### src/rtl/impact_pkg.sv
// ============================================================================
// Module   : impact_pkg
// Purpose  : Shared widths, default timing and FSM state type for the
//            IMPACT SRAM GPIO sequencer.
// Revision : 1.0 - initial release
// ============================================================================
`default_nettype none

package impact_pkg;

  localparam int WORD_W = 10;
  localparam int BANK_W = 2;
  localparam int BYTE_W = 2;
  localparam int DATA_W = 32;

  localparam int PRE_CYCLES_DEF = 2;
  localparam int WE_CYCLES_DEF  = 2;
  localparam int RD_SETTLE_DEF  = 2;

  typedef enum logic [2:0] {
    ST_IDLE   = 3'd0,
    ST_ADDR   = 3'd1,
    ST_LOAD   = 3'd2,
    ST_PRE    = 3'd3,
    ST_WRITE  = 3'd4,
    ST_RDEN   = 3'd5,
    ST_RDBYTE = 3'd6,
    ST_RESP   = 3'd7
  } seq_state_t;

  function automatic logic [7:0] get_byte(input logic [DATA_W-1:0] w,
                                          input logic [BYTE_W-1:0] b);
    logic [DATA_W-1:0] s;
    s = w >> {b, 3'b000};
    return s[7:0];
  endfunction

endpackage

`default_nettype wire

### src/rtl/impact_seq_timer.sv
// ============================================================================
// Module   : impact_seq_timer
// Purpose  : 4-bit load/decrement counter; o_done is high once it reaches 0.
// Revision : 1.0 - initial release
// ============================================================================
`default_nettype none

module impact_seq_timer (
  input  logic       clk,
  input  logic       rst_n,
  input  logic       i_load,
  input  logic [3:0] i_val,
  output logic       o_done
);

  logic [3:0] r_cnt;

  always_ff @(posedge clk or negedge rst_n) begin
    if (!rst_n) begin
      r_cnt <= 4'd0;
    end else if (i_load) begin
      r_cnt <= i_val;
    end else if (r_cnt != 4'd0) begin
      r_cnt <= r_cnt - 4'd1;
    end
  end

  assign o_done = (r_cnt == 4'd0);

endmodule

`default_nettype wire

### src/rtl/impact_sram_sequencer.sv
// ============================================================================
// Module   : impact_sram_sequencer
// Purpose  : Serialises 32-bit word requests onto the IMPACT SRAM GPIO pins.
//            Optional IMPACT_SEQ_VERIFY_EN adds a read-back check after writes.
// Revision : 1.0 - initial release
// ============================================================================
`default_nettype none

module impact_sram_sequencer
  import impact_pkg::*;
#(
  parameter int PRE_CYCLES = PRE_CYCLES_DEF,
  parameter int WE_CYCLES  = WE_CYCLES_DEF,
  parameter int RD_SETTLE  = RD_SETTLE_DEF
) (
  input  logic              clk,
  input  logic              rst_n,
  input  logic              i_req_valid,
  output logic              o_req_ready,
  input  logic              i_req_write,
  input  logic [BANK_W-1:0] i_req_bank,
  input  logic [WORD_W-1:0] i_req_word,
  input  logic [DATA_W-1:0] i_req_wdata,
  output logic              o_rsp_valid,
  input  logic              i_rsp_ready,
  output logic [DATA_W-1:0] o_rsp_rdata,
  output logic              o_rsp_err,
  output logic [7:0]        o_sram_data_in,
  input  logic [7:0]        i_sram_data_out,
  output logic [WORD_W-1:0] o_sram_word_sel,
  output logic [BANK_W-1:0] o_sram_bank_sel,
  output logic [BYTE_W-1:0] o_sram_byte_sel,
  output logic              o_sram_we,
  output logic              o_sram_re,
  output logic              o_sram_pre
);

  seq_state_t        r_state, w_state_nxt;
  logic [BYTE_W-1:0] r_byte, w_byte_nxt;
  logic              r_write;
  logic [DATA_W-1:0] r_wdata, r_rdata, w_rdata_cap;
  logic [WORD_W-1:0] r_word_sel;
  logic [BANK_W-1:0] r_bank_sel;
  logic [7:0]        r_data_in;
  logic              r_we, r_re, r_pre, r_rsp_valid, r_req_ready;
  logic              w_tmr_load, w_tmr_done, w_capture, w_accept, w_pre_to_write;
  logic [3:0]        w_tmr_val;
`ifdef IMPACT_SEQ_VERIFY_EN
  logic              r_err, r_vphase;
`endif

  impact_seq_timer u_timer (
    .clk    (clk),
    .rst_n  (rst_n),
    .i_load (w_tmr_load),
    .i_val  (w_tmr_val),
    .o_done (w_tmr_done)
  );

  assign w_accept = (r_state == ST_IDLE) && i_req_valid;

  // Once the write pulse has been issued in verify builds, PRE leads to the read path.
`ifdef IMPACT_SEQ_VERIFY_EN
  assign w_pre_to_write = r_write && !r_vphase;
`else
  assign w_pre_to_write = r_write;
`endif

  always_comb begin
    w_rdata_cap = r_rdata;
    case (r_byte)
      2'd0:    w_rdata_cap[7:0]   = i_sram_data_out;
      2'd1:    w_rdata_cap[15:8]  = i_sram_data_out;
      2'd2:    w_rdata_cap[23:16] = i_sram_data_out;
      default: w_rdata_cap[31:24] = i_sram_data_out;
    endcase
  end

  always_comb begin
    w_state_nxt = r_state;
    w_byte_nxt  = r_byte;
    w_tmr_load  = 1'b0;
    w_tmr_val   = 4'd0;
    w_capture   = 1'b0;
    case (r_state)
      ST_IDLE: if (i_req_valid) w_state_nxt = ST_ADDR;
      ST_ADDR: begin
        if (r_write) begin
          w_state_nxt = ST_LOAD;
          w_byte_nxt  = 2'd0;
        end else begin
          w_state_nxt = ST_PRE;
          w_tmr_load  = 1'b1;
          w_tmr_val   = 4'(PRE_CYCLES - 1);
        end
      end
      ST_LOAD: begin
        if (r_byte == 2'd3) begin
          w_state_nxt = ST_PRE;
          w_tmr_load  = 1'b1;
          w_tmr_val   = 4'(PRE_CYCLES - 1);
        end else begin
          w_byte_nxt = r_byte + 2'd1;
        end
      end
      ST_PRE: begin
        if (w_tmr_done) begin
          w_tmr_load = 1'b1;
          if (w_pre_to_write) begin
            w_state_nxt = ST_WRITE;
            w_tmr_val   = 4'(WE_CYCLES - 1);
          end else begin
            w_state_nxt = ST_RDEN;
            w_byte_nxt  = 2'd0;
            w_tmr_val   = 4'(RD_SETTLE - 1);
          end
        end
      end
      ST_WRITE: begin
        if (w_tmr_done) begin
`ifdef IMPACT_SEQ_VERIFY_EN
          w_state_nxt = ST_PRE;
          w_tmr_load  = 1'b1;
          w_tmr_val   = 4'(PRE_CYCLES - 1);
`else
          w_state_nxt = ST_RESP;
`endif
        end
      end
      ST_RDEN, ST_RDBYTE: begin
        if (w_tmr_done) begin
          w_capture = 1'b1;
          if (r_byte == 2'd3) begin
            w_state_nxt = ST_RESP;
          end else begin
            w_state_nxt = ST_RDBYTE;
            w_byte_nxt  = r_byte + 2'd1;
            w_tmr_load  = 1'b1;
            w_tmr_val   = 4'(RD_SETTLE - 1);
          end
        end
      end
      ST_RESP: if (i_rsp_ready) w_state_nxt = ST_IDLE;
      default: w_state_nxt = ST_IDLE;
    endcase
  end

  // Pin registers are loaded from the next state so each strobe lines up with its state.
  always_ff @(posedge clk or negedge rst_n) begin
    if (!rst_n) begin
      r_state     <= ST_IDLE;
      r_byte      <= '0;
      r_write     <= 1'b0;
      r_wdata     <= '0;
      r_rdata     <= '0;
      r_word_sel  <= '0;
      r_bank_sel  <= '0;
      r_data_in   <= '0;
      r_we        <= 1'b0;
      r_re        <= 1'b0;
      r_pre       <= 1'b0;
      r_rsp_valid <= 1'b0;
      r_req_ready <= 1'b1;
`ifdef IMPACT_SEQ_VERIFY_EN
      r_err       <= 1'b0;
      r_vphase    <= 1'b0;
`endif
    end else begin
      r_state     <= w_state_nxt;
      r_byte      <= w_byte_nxt;
      r_we        <= (w_state_nxt == ST_WRITE);
      r_pre       <= (w_state_nxt == ST_PRE);
      r_re        <= (w_state_nxt == ST_RDEN) || (w_state_nxt == ST_RDBYTE);
      r_rsp_valid <= (w_state_nxt == ST_RESP);
      r_req_ready <= (w_state_nxt == ST_IDLE);
      if (w_accept) begin
        r_write    <= i_req_write;
        r_wdata    <= i_req_wdata;
        r_word_sel <= i_req_word;
        r_bank_sel <= i_req_bank;
        r_rdata    <= '0;
`ifdef IMPACT_SEQ_VERIFY_EN
        r_err      <= 1'b0;
        r_vphase   <= 1'b0;
`endif
      end
      if (w_state_nxt == ST_LOAD) r_data_in <= get_byte(r_wdata, w_byte_nxt);
      if (w_capture) r_rdata <= w_rdata_cap;
`ifdef IMPACT_SEQ_VERIFY_EN
      if (r_state == ST_WRITE && w_tmr_done) r_vphase <= 1'b1;
      if (w_capture && r_byte == 2'd3) r_err <= r_write && (w_rdata_cap != r_wdata);
`endif
    end
  end

  assign o_req_ready     = r_req_ready;
  assign o_rsp_valid     = r_rsp_valid;
  assign o_rsp_rdata     = r_rdata;
`ifdef IMPACT_SEQ_VERIFY_EN
  assign o_rsp_err       = r_err;
`else
  assign o_rsp_err       = 1'b0;
`endif
  assign o_sram_data_in  = r_data_in;
  assign o_sram_word_sel = r_word_sel;
  assign o_sram_bank_sel = r_bank_sel;
  assign o_sram_byte_sel = r_byte;
  assign o_sram_we       = r_we;
  assign o_sram_re       = r_re;
  assign o_sram_pre      = r_pre;

endmodule

`default_nettype wire

### config.mk
export PLATFORM = sky130hd
export DESIGN_NAME = impact_sram_sequencer
export DESIGN_NICKNAME = d
export VERILOG_FILES = /design/src/rtl/impact_pkg.sv /design/src/rtl/impact_seq_timer.sv /design/src/rtl/impact_sram_sequencer.sv
export SDC_FILE = /design/constraint.sdc
export NUM_CORES = 1
export LEC_CHECK = 0
export ABC_AREA = 1
export CAP_MARGIN = 20
export CORE_UTILIZATION = 45
export DETAILED_ROUTE_END_ITERATION = 7
export GPL_ROUTABILITY_DRIVEN = 0
export PLACE_DENSITY = 0.77
export REMOVE_ABC_BUFFERS = 1
export SLEW_MARGIN = 20
export SYNTH_ARGS = -nofsm -noshare
export SYNTH_HDL_FRONTEND = slang
export SYNTH_SLANG_ARGS = --single-unit
### constraint.sdc
create_clock -name clk -period 2 [get_ports clk]
set_input_delay 0.3 -clock clk [delete_from_list [all_inputs] [get_ports clk]]
set_output_delay 0.3 -clock clk [all_outputs]
set_load 0.02 [all_outputs]
== Word level (Yosys, flattened, before mapping) ==
Index checks and enable logic that the tools add are counted.

* Output and inout port bits: 60
* Register bits after elaboration: 99

* $add $sub $neg: 2
* Shifts and indexed selects: 1
* Muxes and demuxes: 37
* Reduce and logical (&&, ||, !) cells: 15
* Eq/ne operators: 20

{| class="wikitable"
|+ Operators by type and width
! kind !! count
|-
| $mux 32 || 2
|-
| $mux 8 || 4
|-
| $shr 32x5->8 || 1
|-
| $eq 3x3->1 const B || 8
|-
| $pmux 3 s7 || 1
|-
| $mux 3 || 6
|-
| $mux 1 || 14
|-
| $eq 3x2->1 const B || 4
|-
| $mux 2 || 5
|-
| $mux 4 || 2
|-
| $pmux 1 s4 || 2
|-
| $pmux 2 s4 || 1
|-
| $reduce_and 2->1 || 4
|-
| $logic_not 3->1 || 2
|-
| $ne 2x1->1 const B || 3
|-
| $eq 2x2->1 const B || 2
|-
| $logic_not 4->1 || 1
|-
| $reduce_bool 2->1 || 2
|-
| $reduce_bool 4->1 || 1
|-
| $sub 4x1->4 const B || 1
|-
| $eq 3x1->1 const B || 1
|-
| $reduce_or 3->1 || 1
|-
| $add 2x1->2 const B || 1
|-
| $eq 2x1->1 const B || 1
|-
| other kinds (5) || 5
|}

== Logic depth before layout (Yosys ltp) ==
* Depth after elaboration: 6
* Depth in mapped cells: 14
* Mapped depth without buffers: 13

== Hierarchy ==
From an unflattened synthesis, not the netlist that was laid out.

* Cells, all modules: 485
* Area total of the unflattened synthesis: 4583.1 um^2

{| class="wikitable"
|+ Modules (own cells, without submodules)
! module !! cells each !! times used !! area an instance (um^2) !! seq. area each (um^2)
|-
| impact_sram_sequencer || 451 || 1 || 4340.4 || 2378.5
|-
| impact_seq_timer || 34 || 1 || 242.7 || 100.1
|}

== Worst setup path before layout ==
No wires, ideal clock.

* Path kind: reg2reg
* From: register u_timer.r_cnt[0]
* To: register r_data_in[2], in the netlist o_sram_data_in[2]
* Required time: 1880 ps
* Clock period less this slack: 1785 ps
* Arrival: 1665 ps
* Slack: 215 ps
* Stages on the path, launching flop included: 13
* Cell sequence: dfrtp_1 inv_1 ha_1 nand2_2 inv_2 nand2_1 nand2_1 nand3_1 o21ai_1 nand3_1 buf_2 o21ai_0 nand2_1

* Word-level cells in the longest chain between the ends: 4
* Elaborated cells on any way between the ends: 10
* Classes of those cells: eq/ne: 1; shift: 1; mux: 7; reduce/logical: 1

{| class="wikitable"
|+ Ends and longest elaborated chain
! what !! RTL line !! source
|-
| from (decl) || impact_seq_timer.sv:16 || <nowiki>logic [3:0] r_cnt;</nowiki>
|-
| from (signal assigned) || impact_seq_timer.sv:22 || <nowiki>r_cnt <= i_val;</nowiki>
|-
| from (signal assigned) || impact_seq_timer.sv:24 || <nowiki>r_cnt <= r_cnt - 4'd1;</nowiki>
|-
| $logic_not 4->1 (*) || impact_seq_timer.sv:28 || <nowiki>assign o_done = (r_cnt == 4'd0);</nowiki>
|-
| $mux 3, on equally long branches || impact_sram_sequencer.sv:131, impact_sram_sequencer.sv:107, impact_sram_sequencer.sv:120 ||
|-
| $pmux 3 s7 (*) || impact_sram_sequencer.sv:85 || <nowiki>case (r_state)</nowiki>
|-
| via w_state_nxt[0] || impact_sram_sequencer.sv:38 || <nowiki>seq_state_t r_state, w_state_nxt;</nowiki>
|-
| $eq 3x2->1 (*) || impact_sram_sequencer.sv:187 || <nowiki>if (w_state_nxt == ST_LOAD) r_data_in <= get_byte(r_wdata, w_byte_nxt);</nowiki>
|-
| to (signal assigned) || impact_sram_sequencer.sv:187 ||
|-
| to (decl) || impact_sram_sequencer.sv:44 || <nowiki>logic [7:0] r_data_in;</nowiki>
|}

Mark *: on every way through the listed nets, which the timed path passes. The rest lies on a longest branch.
A chain may end at the register's enable or synchronous reset.

== Final worst setup path ==
* From: register r_state[2]
* To: register r_data_in[7], in the netlist o_sram_data_in[7]

* Word-level cells in the longest chain between the ends: 4
* Elaborated cells on any way between the ends: 19
* Classes of those cells: eq/ne: 8; shift: 1; mux: 8; reduce/logical: 2

{| class="wikitable"
|+ Ends and longest elaborated chain
! what !! RTL line !! source
|-
| from (decl) || impact_sram_sequencer.sv:38 ||
|-
| from (signal assigned) || impact_sram_sequencer.sv:169 || <nowiki>r_state <= w_state_nxt;</nowiki>
|-
| $eq 3x3->1 || impact_sram_sequencer.sv:85 ||
|-
| $reduce_or 2->1 || impact_sram_sequencer.sv:85 ||
|-
| $pmux 2 s4 or $pmux 3 s7 (tied branches) || impact_sram_sequencer.sv:85 ||
|-
| $shr 32x5->8 or $eq 3x2->1 (tied branches) || impact_pkg.sv:34, impact_sram_sequencer.sv:187 ||
|}

Parallel ways exist; a longest one is shown, timed or not.

==> reports/summary.txt <==
==================================================================================================
Total clock buffers created by CTS                                                               9
Largest net degree at the start of global routing                                               79
First-iteration detailed-routing DRC count                                                     170
Result of the run                                                                     finished, final reports clean
Dominant register cell in the synthesized netlist                                          dfrtp_1
Required time at the endpoint of the critical path                                         2.28 ns
Most common cell in the netlist                                                            nand2_1
Unique cell type count in the Yosys netlist                                                     32
Antenna diodes                                                                                   0
Power Dens Cells                                                                      1600 nW/um^2
Startpoint types                                                                              flop
TritonCTS clock tree                                                                         built
Max VDD drop                                                                              0.752 mV
Path type of the worst min-delay path                                                  in -> async
Proportion of synthesized flip-flops having asynchronous set or reset                         100%
Critical path class                                                                     reg -> reg
F_max                                                                                    0.524 GHz
Htree depth                                                                                      3
Total via count after detailed routing                                                        4061
First element of the critical path                                                      r_state[2]
Summed negative setup slack over all endpoints                                                0 ns
Kind of end point of the critical path                                                        flop
Register area share after synthesis                                                          55.0%
Vias in the first global route                                                                3929
Routed length per instance                                                            14.3 microns
Main area contributors after synthesis                                                dfrtp_1 (54%), nand2_1 (13%), nand3_1 (8.6%)
Post-synthesis sequential element count                                                         99
Worst-skew pair later-pin latency                                                          0.35 ns
Placed wire-length estimate                                                                7.84 mm
Top cells by count, synth                                                             nand2_1 (152), dfrtp_1 (98), nand3_1 (77)
Portion of synthesized cell area occupied by the leading cell type                           54.4%
Post-route antenna net violation count                                                           0
Met2 Wirelength                                                                            5.61 mm
Max-slew headroom                                                                            66.5%
Overall die area                                                                       10400 sq um
Global-route wire length before repair                                                     18.1 mm
DR top layer                                                                                  met4
Final number of hold-violating endpoints                                                         0
Data arrival at the endpoint of the critical path                                          2.19 ns
EDFF count, synth                                                                                0
Cell at the root of the clock tree                                                        clkbuf_8
Placeable core area                                                                     9730 sq um
Port Buf Inserts                                                                               115
Number of cells produced by synthesis                                                          539
Total grt overflow                                                                               0
Worst-path maximum fanout                                                                        8
Max-slew violation total from the final report                                                   0
Initial core utilization                                                                     46.3%
Actual transition at the worst max-transition pin                                         0.503 ns
Layout Area Growth over Synthesis                                                            39.2%
Reported max-cap violation count                                                                 0
Final period utilization                                                                     95.5%
Final Setup Violations                                                                           0
Pre-Repair DR Iteration Count                                                                    5
Post-layout minimum cycle time                                                             1.91 ns
Final Util                                                                                   64.4%
Number of nets at the end of the flow                                                          723
Share of cells above drive strength 1                                                        12.7%
I/O pin count                                                                                  117
Clock Skew                                                                               0.0107 ns
Die H                                                                                  102 microns
Clk sinks                                                                                       99
Horizontal die dimension                                                               102 microns
Number of antenna violations at the first check in global routing                                0
Standby leakage power                                                                      3.02 nW
DRC                                                                                              0
Per-cell via count in the routed design                                                       5.06
DRT Wirelength                                                                             11.5 mm
Cell area after technology mapping                                                      4510 sq um
Met3 routed wirelength                                                                 704 microns
Clock transition time at the flip-flop clock pins of the worst setup and hold paths        0.10 ns
Post-route met1 wirelength                                                                 5.06 mm
Largest area contributor in the synthesized netlist                                        dfrtp_1
Largest buffer count on any clock path                                                           2
Number of placement rows                                                                        36
Reg-to-reg critical path startpoint                                                     r_state[2]
Average instance area after synthesis                                                   8.36 sq um
Count of synthesis-stage warnings from yosys                                                     0
Tot GR Track Use                                                                             22.5%
==================================================================================================
report_power, final:
| part | internal [mW] | switching, mW | total (mW) |
|---|---|---|---|
| sequential | 2.74 | 0.406 | 3.15 |
| combinational | 2.10 | 3.30 | 5.40 |
| clock | 0.778 | 0.685 | 1.46 |
cells in the final DEF (no fill, tap or decap), drive strengths merged, types with 2 or more instances in the layout:
master         netlist  layout
nand2              161     162
clkdlybuf4s50        0     114
dfrtp               98      98
nand3               78      78
o21ai               66      66
inv                 62      64
nor2                28      28
buf                 17      20
clkbuf               5      11
nor3                 8       8
a21oi                4       4
xnor2                3       3
nand4                1       2
bufinv               0       2
clkinvlp             0       2
logic make-up (layout without fill, tap and decap cells):
logic type	after synthesis	after routing	synth area share, %
compound gates	73	73	8.61
xor+xnor	3	3	0.583
fa+ha+maj	1	1	0.278
buf+inv	85	214	7.64
flops	99	99	55.0
other cells	1	1	0.0832
simple gates	277	279	27.8
per-stage QoR:
stage / worst slack (ns) / power (mW) / area, sq um / hold WS [ns] / cells
6_report: 0.0902 / 10.0 / 6270 / 0.469 / 803
5_1_grt: -0.0415 / 10.8 / 6270 / 0.482 / 803
4_1_cts: 0.00862 / 9.65 / 6120 / 0.460 / 795
3_5_place_dp: -0.0284 / 8.02 / 5830 / 0.306 / 777
3_3_place_gp: 0.0769 / 7.80 / 5830 / 0.300 / 777
2_1_floorplan: -1.50 / 6.21 / 4400 / 0.00441 / 517
timing repair:
item,CTS,global route
pin swaps,1,7
setup endpoints to repair,7,29
buffers inserted,0,7
gates resized for setup,6,25
hold endpoints to repair,36,0
hold buffers,1,0
gates cloned,1,1
layer usage:
layer  up-vias  track usage [%]
li1       1972                -
met1      1932             28.9
met2       149             39.4
met3         8             2.80
met4         0             7.25
met5         -                0
cell type report:
cell class | count | area (sq um)
flip-flops and latches | 99 | 2480
well taps | 133 | 166
inverters | 63 | 239
fillers | 851 | 3460
repair buffers | 135 | 1330
clock buffers | 11 | 151
multi-input cells | 357 | 1820
clock inverters | 5 | 83.8
critical path: stages (launching register included):
cell and delay (ns):
dfrtp_1 0.50, inv_2 0.11, nand3_1 0.22, nor2_1 0.08, nor2_2 0.27, nand4_4 0.24
nand3_1 0.14, nand3_1 0.09, nand2_1 0.07, nand2_1 0.05, nand2_1 0.06
flip-flops by register name, summed over array words and instances (netlist names), 2 cells and up:
signal / flops
o_rsp_rdata: 32
o_sram_bank_sel: 2
o_sram_byte_sel: 2
o_sram_data_in: 8
o_sram_word_sel: 10
r_state: 3
r_wdata: 32
u_timer.r_cnt: 4
worst paths after layout:
check / slack, ns / cells past startpoint / end
worst min register to register: 0.48 / 2 / o_rsp_rdata[30]
min in group clk: 0.47 / 3 / o_sram_word_sel[5]
worst min-delay path: 0.47 / 2 / o_sram_word_sel[5]
worst max register to register: 0.09 / 10 / o_sram_data_in[7]
max in group asynchronous: 0.90 / 3 / r_wdata[7]
worst max-delay path: 0.09 / 10 / o_sram_data_in[7]
Power figures use the tool's default switching activity.
